[config.mk]
export PLATFORM = sky130hd
export DESIGN_NAME = uart_row_packet_parser
export DESIGN_NICKNAME = d
export VERILOG_FILES = /design/src/rtl/uart_row_packet_parser.sv
export SDC_FILE = /design/constraint.sdc
export NUM_CORES = 1
export LEC_CHECK = 0
export ABC_AREA = 1
export ABC_CLOCK_PERIOD_IN_PS = 6600
export BUFFER_PORTS_ARGS = -buffer_cell sky130_fd_sc_hd__buf_2
export CAP_MARGIN = 25
export CORE_MARGIN = 4
export CORE_UTILIZATION = 45
export CTS_CLUSTER_DIAMETER = 50
export DETAILED_ROUTE_END_ITERATION = 8
export GPL_TIMING_DRIVEN = 0
export PLACE_DENSITY_LB_ADDON = 0.3
export SYNTH_ARGS = -nofsm -noshare
export SYNTH_HDL_FRONTEND = slang
export SYNTH_SLANG_ARGS = --single-unit
[constraint.sdc]
create_clock -name clk -period 6.6 [get_ports clk]
set_input_delay 0.66 -clock clk [delete_from_list [all_inputs] [get_ports clk]]
set_output_delay 0.66 -clock clk [all_outputs]
set_load 0.02 [all_outputs]
[src/rtl/uart_row_packet_parser.sv]
// uart_row_packet_parser
// Deframes UART row packets (Y hi, Y lo, BYTE_SIZE_ROW pixel bytes, [checksum],
// stop byte), streams pixel bytes into the frame buffer and answers each
// packet with a one-byte status code through the UART transmitter.
// Optional build macro: PKT_CHECKSUM_EN adds an XOR checksum byte between the
// last pixel byte and the stop byte.
module uart_row_packet_parser #(
  parameter int         BYTE_SIZE_ROW         = 240,
  parameter int         HEIGHT                = 480,
  parameter logic [7:0] STOP_BYTE             = 8'hDD,
  parameter logic [7:0] SUCCESSFULLY_RECEIVED = 8'hFF,
  parameter logic [7:0] NOT_ALL_RECEIVED      = 8'h11,
  parameter int         TIMEOUT_CYCLES        = 200000,
  parameter int         ADDR_W                = 17
) (
  input  logic              clk,
  input  logic              rst,
  input  logic [7:0]        rx_data,
  input  logic              rx_done,
  output logic              wr_en,
  output logic [ADDR_W-1:0] wr_addr,
  output logic [7:0]        wr_data,
  output logic              tx_start,
  output logic [7:0]        tx_data,
  input  logic              tx_busy,
  output logic              row_done,
  output logic [9:0]        row_y,
  output logic              err_flag
);

  localparam int IDX_W = (BYTE_SIZE_ROW > 1) ? $clog2(BYTE_SIZE_ROW) : 1;
  localparam int CNT_W = $clog2(TIMEOUT_CYCLES + 1);

  localparam logic [2:0] S_YHI  = 3'd0;
  localparam logic [2:0] S_YLO  = 3'd1;
  localparam logic [2:0] S_DATA = 3'd2;
  localparam logic [2:0] S_STOP = 3'd3;
  localparam logic [2:0] S_ANS  = 3'd4;
`ifdef PKT_CHECKSUM_EN
  localparam logic [2:0] S_CSUM = 3'd5;
`endif

  logic [2:0]        state;
  logic [9:0]        y;
  logic [IDX_W-1:0]  idx;
  logic [CNT_W-1:0]  tmo_cnt;
  logic              bad;
  logic [7:0]        ans;
  logic              counting;
  logic              tmo_hit;
  logic [ADDR_W-1:0] pix_addr;
`ifdef PKT_CHECKSUM_EN
  logic [7:0]        csum;
`endif

  // Timeout only runs while a packet is in flight; an incoming byte always
  // restarts it, so a byte arriving on the expiry cycle wins.
`ifdef PKT_CHECKSUM_EN
  assign counting = (state == S_YLO) || (state == S_DATA) ||
                    (state == S_CSUM) || (state == S_STOP);
`else
  assign counting = (state == S_YLO) || (state == S_DATA) || (state == S_STOP);
`endif
  assign tmo_hit  = counting && !rx_done &&
                    (tmo_cnt == CNT_W'(TIMEOUT_CYCLES - 1));

  // Full-width row base plus column; bad rows never write, so no wrap concern.
  assign pix_addr = ADDR_W'(y) * ADDR_W'(BYTE_SIZE_ROW) + ADDR_W'(idx);

  // Inter-byte timeout counter.
  always_ff @(posedge clk) begin
    if (rst || rx_done || !counting || tmo_hit)
      tmo_cnt <= '0;
    else
      tmo_cnt <= tmo_cnt + CNT_W'(1);
  end

  // Packet FSM with registered write port and answer outputs.
  always_ff @(posedge clk) begin
    if (rst) begin
      state    <= S_YHI;
      y        <= '0;
      idx      <= '0;
      bad      <= 1'b0;
      ans      <= 8'h00;
      wr_en    <= 1'b0;
      wr_addr  <= '0;
      wr_data  <= 8'h00;
      tx_start <= 1'b0;
      tx_data  <= 8'h00;
      row_done <= 1'b0;
      row_y    <= '0;
      err_flag <= 1'b0;
`ifdef PKT_CHECKSUM_EN
      csum     <= 8'h00;
`endif
    end else begin
      wr_en    <= 1'b0;
      tx_start <= 1'b0;
      row_done <= 1'b0;
      case (state)
        S_YHI: begin
          if (rx_done) begin
            y[9:8] <= rx_data[1:0];
            state  <= S_YLO;
`ifdef PKT_CHECKSUM_EN
            csum   <= rx_data;
`endif
          end
        end
        S_YLO: begin
          if (rx_done) begin
            y[7:0] <= rx_data;
            idx    <= '0;
            bad    <= ({1'b0, y[9:8], rx_data} >= 11'(HEIGHT));
            state  <= S_DATA;
`ifdef PKT_CHECKSUM_EN
            csum   <= csum ^ rx_data;
`endif
          end
        end
        S_DATA: begin
          if (rx_done) begin
            if (!bad) begin
              wr_en   <= 1'b1;
              wr_data <= rx_data;
              wr_addr <= pix_addr;
            end
            idx <= idx + IDX_W'(1);
`ifdef PKT_CHECKSUM_EN
            csum <= csum ^ rx_data;
            if (idx == IDX_W'(BYTE_SIZE_ROW - 1)) state <= S_CSUM;
`else
            if (idx == IDX_W'(BYTE_SIZE_ROW - 1)) state <= S_STOP;
`endif
          end
        end
`ifdef PKT_CHECKSUM_EN
        S_CSUM: begin
          if (rx_done) begin
            if (rx_data != csum) bad <= 1'b1;
            state <= S_STOP;
          end
        end
`endif
        S_STOP: begin
          if (rx_done) begin
            ans   <= (rx_data == STOP_BYTE && !bad) ? SUCCESSFULLY_RECEIVED
                                                    : NOT_ALL_RECEIVED;
            state <= S_ANS;
          end
        end
        S_ANS: begin
          // Bytes arriving while the answer is pending are lost; flag it.
          if (rx_done) err_flag <= 1'b1;
          if (!tx_busy) begin
            tx_start <= 1'b1;
            tx_data  <= ans;
            if (ans == SUCCESSFULLY_RECEIVED) begin
              row_done <= 1'b1;
              row_y    <= y;
            end else begin
              err_flag <= 1'b1;
            end
            state <= S_YHI;
          end
        end
        default: state <= S_YHI;
      endcase
      // Expiry aborts the packet; pixels already written are left in place.
      if (tmo_hit) begin
        ans   <= NOT_ALL_RECEIVED;
        state <= S_ANS;
      end
    end
  end

endmodule
==> results of run 1 <==
-- power by group through the flow --
stage,registers [mW],logic [mW],clock network [mW]
floorplan,0.557,0.217,0
global placement,0.545,0.287,0
detailed placement,0.546,0.294,0
CTS,0.535,0.296,0.348
global route,0.537,0.337,0.370
finish,0.535,0.294,0.335
-- sequential cells by signal, summed over array words and instances, names as in the netlist --
name      cells
ans           2
bad           1
err_flag      1
idx           8
row_done      1
row_y        10
state         3
tmo_cnt      18
tx_data       2
tx_start      1
wr_addr      17
wr_data       8
wr_en         1
y            10
-- how the worst max path moves through the flow --
stage                     start          end  slack (ps)  depth (start not counted)
after detailed placement   y[0]  wr_addr[14]        3030                         17
after floorplan            y[0]  wr_addr[16]        3330                         17
after global placement     y[0]  wr_addr[14]        3090                         17
final                      y[0]  wr_addr[14]        2990                         17
after CTS                  y[0]  wr_addr[14]        3010                         17
after global routing       y[0]  wr_addr[14]        2790                         17
-- layer usage --
layer,up-vias,wire length [um]
met4,0,116
met3,10,706
met2,87,4790
met5,-,0
li1,2145,-
met1,1900,4810
-- cell type report --
| class | instances | area share [%] |
|---|---|---|
| Clock inverter | 6 | 0.910 |
| Tap cell | 136 | 3.17 |
| Timing Repair Buffer | 57 | 5.32 |
| Inverter | 100 | 7.00 |
| Sequential cell | 83 | 31.0 |
| Multi-Input combinational cell | 422 | 47.8 |
| Buffer | 20 | 2.43 |
| Clock buffer | 10 | 2.38 |
-- cell usage in the layout, fill, tap and decap left out, drive strengths merged --
| cell | instances |
|---|---|
| a211oi | 3 |
| a21boi | 1 |
| a21oi | 45 |
| a221oi | 2 |
| a311oi | 1 |
| a31oi | 4 |
| a41oi | 1 |
| buf | 71 |
| clkbuf | 16 |
| clkinvlp | 3 |
| dfxtp | 83 |
| fa | 18 |
| ha | 22 |
| inv | 103 |
| nand2 | 105 |
| nand3 | 34 |
| nand4 | 11 |
| nor2 | 85 |
| nor3 | 9 |
| nor3b | 4 |
| nor4 | 5 |
| o211ai | 4 |
| o21ai | 49 |
| o21bai | 2 |
| o31ai | 1 |
| or2 | 4 |
| or4 | 1 |
| xnor2 | 5 |
| xor2 | 6 |
-- worst max-delay path: stages (launching register included) --
cell,delay [ps]
dfxtp_1,420
inv_1,120
fa_1,530
fa_1,510
inv_1,60
fa_1,430
ha_1,360
nand2_1,80
nor2_1,130
nor2_1,60
nor2_2,140
nand3_2,120
nor2_4,120
nand3_2,100
a21oi_1,130
o21ai_1,90
nand2_1,70
inv_1,40
-- kinds of logic after synthesis --
family,share of synthesized area [%]
and+or+nand+nor,25.7
AOI/OAI and AO/OA,13.0
DFF,35.1
buffers and inverters,10.7
adders and majority gates,13.4
xor gates and xnor gates,2.04
-- stage by stage --
step | total power, mW | area, um2
finish | 1.16 | 5360
global route | 1.24 | 5360
CTS | 1.18 | 5360
detailed placement | 0.840 | 5190
global placement | 0.832 | 5190
floorplan | 0.774 | 4730
==> run_results.csv, run 1 <==
group,metric,value,unit
outcome,status,"finished, final reports clean",
clock_network,clk_path_buf_depth,2,
timing,setup_violations,0,
global_route,antenna_found_initial,0,
drt,viasPerCell,4.97,
floorplan,core,10300,um2
drt,post-route-drc-count,0,
place,numPortBuffers,57,
timing,rsz0062_at_grt,"false",
power_and_ir_drop,seq_power_share,45.9,%
power_and_ir_drop,p_per_area,217,nW/um2
yosys,synth_top_area_share,35.1,%
global_route,grt_max_degree,16,
power_and_ir_drop,p_comb_share,25.3,%
cells_and_area,fill_cells,1004,
timing,fmax,277,MHz
place,pre_cts_slack,3030,ps
floorplan,die_area,12200,um2
place,place_congestion,0.821,
power_and_ir_drop,clock_power_share,28.8,%
yosys,synthFlopType,"dfxtp_1",
timing,final_hold_viol_count,0,
global_route,met3_usage,4.55,%
hold_path,holdPathEnd,"tmo_cnt[0]",
cells_and_area,seqCellArea,1660,um2
drt,routed_wl,10.4,mm
timing,slew_viol_final,0,
yosys,synth_top_area_cell,"dfxtp_1",
floorplan,initial_core_util,46.0,%
timing,finalCritPeriodShare,54.7,%
clock_network,cts_hold_buf,0,
yosys,syn_inst,625,
drt,drtIter0Drc,213,
clock_network,cts_tree,"yes",
drt,vias,4142,
yosys,yosys-top-cells-area,"dfxtp_1 (35%), nand2_1 (8.0%), fa_1 (7.6%)",
yosys,ys_async_sr_fraction,0,%
yosys,synth_edf_count,0,
clock_network,post_cts_buffers,0,
yosys,synth_common_cells,"nand2_1 (101), inv_1 (96), dfxtp_1 (83), nor2_1 (75)",
drt,detail_route.wl_per_cell,12.5,um
timing,slew_headroom,61.4,%
yosys,ys_seq_area_share,35.1,%
global_route,grt.total_usage,17.4,%
worst_setup_path,worstPathArrival,3870,ps
cells_and_area,finalNetCount,745,
worst_setup_path,required,6860,ps
timing,worstMarginPinSlew,573,ps
clock_network,htree_levels,3,
cells_and_area,diodes,0,
hold_path,hold_start,"tmo_cnt[0]",
power_and_ir_drop,ir_drop,0.0901,mV
global_route,grt_overflow,0,
power_and_ir_drop,leakage,2.58,nW
cells_and_area,multiInputGateArea,2560,um2
worst_setup_path,path_class,"reg -> reg",
worst_setup_path,crit_path_end_kind,"register",
yosys,syn_nets,677,
global_route,grt_pass1_vias,3867,
power_and_ir_drop,internal_power,0.761,mW
power_and_ir_drop,p_sw,0.403,mW
floorplan,rows,37,
cells_and_area,synthToLayoutAreaGrowth,13.4,%
clock_network,clk_latency,360,ps
yosys,avgSynthCellArea,7.57,um2
yosys,yosysMostFrequentCell,"nand2_1",
cells_and_area,fin_cells,834,
worst_setup_path,crit_path_start_kind,"register",
worst_setup_path,r2r_slack,2990,ps
worst_setup_path,crit_fanout,4,
worst_setup_path,reg2reg_from,"y[0]",
clock_network,path_clk_slew,90,ps
worst_setup_path,rr_worst_depth,17,
yosys,yosysUniqueCellTypes,42,
floorplan,fp.dieW,111,um
cells_and_area,drive_above_1_share,16.3,%
power_and_ir_drop,p_sw_share,34.6,%
cells_and_area,final_util,52.2,%
yosys,ys_ff_latch,83,
place,dp_cells,818,
drt,ant_nets,0,
hold_path,hold_path_class,"reg -> reg",
floorplan,ios,59,
timing,finalSetupTns,0,ps
clock_network,cts.sinks,83,
hold_path,holdPathStages,1,
clock_network,ctsResizeCount,0,
drt,dr.pass1.iters,5,
yosys,yosysWarnings,0,
global_route,grt_pass1_wl,17.9,mm
timing,fin_worst_skew,13.7,ps
timing,holdWs,464,ps
global_route,busiest_layer,"met2",
place,dp_hpwl,8.25,mm
job,max-cap-violations,0,
global_route,grtUsageMet1,22.7,%
timing,layout_min_cycle_time,3610,ps
clock_network,cts_inserted_buffers,9,
clock_network,cts-root-buf,"clkbuf_8",
worst_setup_path,timing.rr.end,"wr_addr[14]",
yosys,synthesis.area,4730,um2
global_route,grt_util_met2,28.2,%
floorplan,die_y,111,um
timing,setup_slack,2990,ps
Power figures use the tool's default switching activity.
==> run 2: changes to the inputs <==
ABC_AREA = 0   (was 1)
ABC_CLOCK_PERIOD_IN_PS = 3240   (was 6600)
clock period = 3.24 ns   (was 6.6 ns; I/O delays follow)
==> run_results.csv, run 2 <==
group,metric,value,unit
outcome,status,"finished with violations",
outcome,violations,"setup timing",
floorplan,die_y,110,um
drt,vias,4118,
worst_setup_path,crit_fanout,5,
floorplan,ios,59,
clock_network,cts_hold_buf,0,
floorplan,rows,36,
power_and_ir_drop,p_per_area,417,nW/um2
timing,layout_min_cycle_time,3490,ps
clock_network,cts_tree,"yes",
drt,routed_wl,11.4,mm
power_and_ir_drop,ir_drop,0.295,mV
hold_path,hold_path_class,"in -> reg",
place,pre_cts_slack,-439,ps
clock_network,cts.sinks,83,
yosys,synth_common_cells,"nand2_1 (92), dfxtp_1 (83), nor2_1 (61), a21oi_1 (45), inv_1 (35)",
timing,fin_worst_skew,10.9,ps
floorplan,core,9910,um2
worst_setup_path,crit_path_start_kind,"register",
place,place_congestion,0.857,
cells_and_area,synthToLayoutAreaGrowth,23.2,%
worst_setup_path,path_class,"reg -> reg",
place,dp_hpwl,8.46,mm
timing,slew_viol_final,0,
global_route,antenna_found_initial,0,
power_and_ir_drop,leakage,2.40,nW
drt,detail_route.wl_per_cell,14.8,um
yosys,ys_seq_area_share,35.7,%
timing,rsz0062_at_grt,"true",
cells_and_area,fill_cells,897,
drt,post-route-drc-count,0,
clock_network,clk_path_buf_depth,2,
yosys,yosys-top-cells-area,"dfxtp_1 (36%), fa_1 (7.7%), nand2_1 (7.4%)",
global_route,grt.total_usage,19.6,%
clock_network,path_clk_slew,100,ps
floorplan,initial_core_util,47.0,%
global_route,grt_pass1_vias,3876,
cells_and_area,final_common_cell,"nand2_1",
yosys,ys_async_sr_fraction,0,%
yosys,avgSynthCellArea,8.45,um2
yosys,ys_ff_latch,83,
clock_network,clk_latency,360,ps
cells_and_area,finalNetCount,687,
yosys,synth_top_area_share,35.7,%
worst_setup_path,crit_path_end_kind,"register",
timing,holdWs,176,ps
timing,slew_headroom,48.5,%
timing,setup_violations,7,
timing,final_hold_viol_count,0,
yosys,syn_nets,603,
cells_and_area,top_register,"tmo_cnt",
drt,ant_nets,0,
global_route,grt_overflow,0,
timing,finalCritPeriodShare,108,%
worst_setup_path,required,3520,ps
timing,worstMarginPinSlew,767,ps
global_route,grt_pass1_wl,18.5,mm
clock_network,cts-root-buf,"clkbuf_8",
timing,fmax,287,MHz
place,numPortBuffers,58,
yosys,synthFlopType,"dfxtp_1",
job,max-cap-violations,0,
power_and_ir_drop,power,2.39,mW
cells_and_area,reg.largest.list,"tmo_cnt: 18 flops, wr_addr: 17 flops",
yosys,synthesis.area,4650,um2
clock_network,cts_inserted_buffers,9,
worst_setup_path,worstPathArrival,3770,ps
yosys,synth_top_area_cell,"dfxtp_1",
drt,dr.pass1.iters,6,
cells_and_area,layout_common_cells,"nand2_1 (92), dfxtp_1 (74), nor2_1 (59), buf_2 (59), a21oi_1 (43)",
floorplan,fp.dieW,110,um
clock_network,htree_levels,3,
cells_and_area,drive_above_1_share,25.2,%
global_route,grt_max_degree,17,
yosys,yosysWarnings,0,
floorplan,die_area,12000,um2
yosys,yosysMostFrequentCell,"nand2_1",
yosys,syn_inst,551,
drt,drtIter0Drc,281,
timing,setup_slack,-248,ps
yosys,synth_edf_count,0,
cells_and_area,diodes,0,
yosys,yosysUniqueCellTypes,56,
cells_and_area,largest_reg_flops,18,
drt,viasPerCell,5.33,
cells_and_area,final_util,57.9,%
run 2: repair_timing:
action / 4_1_cts / 5_1_grt
gates resized for setup: 31 / 22
pin swaps: 18 / 23
endpoints found under the setup margin: 9 / 8
buffers inserted: 9 / 7
run 2: stage by stage:
stage          area, um2  TNS (ps)  cells
2_1_floorplan       4720     -12.5    551
3_3_place_gp        5170     -2070    742
3_5_place_dp        5170     -2260    742
4_1_cts             5580      -871    766
5_1_grt             5730     -1830    773
6_report            5730      -865    773
run 2: final timing paths:
check / from / end / slack (ps) / depth (start not counted)
hold reg to reg: wr_data[3] / wr_data[3] / 460 / 2
hold / removal: tx_busy / tx_start / 180 / 2
setup reg to reg: y[3] / wr_addr[16] / -250 / 11
setup / recovery: y[3] / wr_addr[16] / -250 / 11
run 2: kinds of logic after synthesis:
family	after synthesis	synth area share (%)
DFF	83	35.7
AOI/OAI and AO/OA	93	13.3
adders and majority gates	40	13.7
muxes	9	2.07
buffers and inverters	63	5.70
and+or+nand+nor	232	23.3
xor gates and xnor gates	31	6.29
run 2: area by class of cell:
class | instances | area, um2 | area share, %
multi-input combinational | 405 | 2980 | 52.0
sequential | 83 | 1680 | 29.4
timing repair buffer | 74 | 410 | 7.16
tap | 133 | 166 | 2.90
inverter | 35 | 135 | 2.36
buffer | 27 | 130 | 2.27
clock buffer | 9 | 124 | 2.16
clock inverter | 7 | 105 | 1.83
run 2: critical path, cell delays in order (launching register included):
cell	delay, ps
dfxtp_4	400
clkinvlp_4	140
fa_1	520
fa_1	510
inv_2	50
ha_4	300
a211oi_4	80
or4b_4	560
o311ai_4	120
nand4_1	210
or3_1	350
o211ai_1	170
run 2: per-layer routing:
metal	global-route usage (%)	routed length, um	vias to the layer above
met2	30.2	5070	115
li1	-	-	2044
met3	3.52	738	14
met1	28.2	5450	1945
met4	5.52	163	0
met5	0	0	-
run 2: power by group:
group	switching (mW)	internal (mW)	leakage (nW)
combinational	0.268	0.199	1.61
sequential	0.0173	1.04	0.676
clock	0.421	0.448	0.113
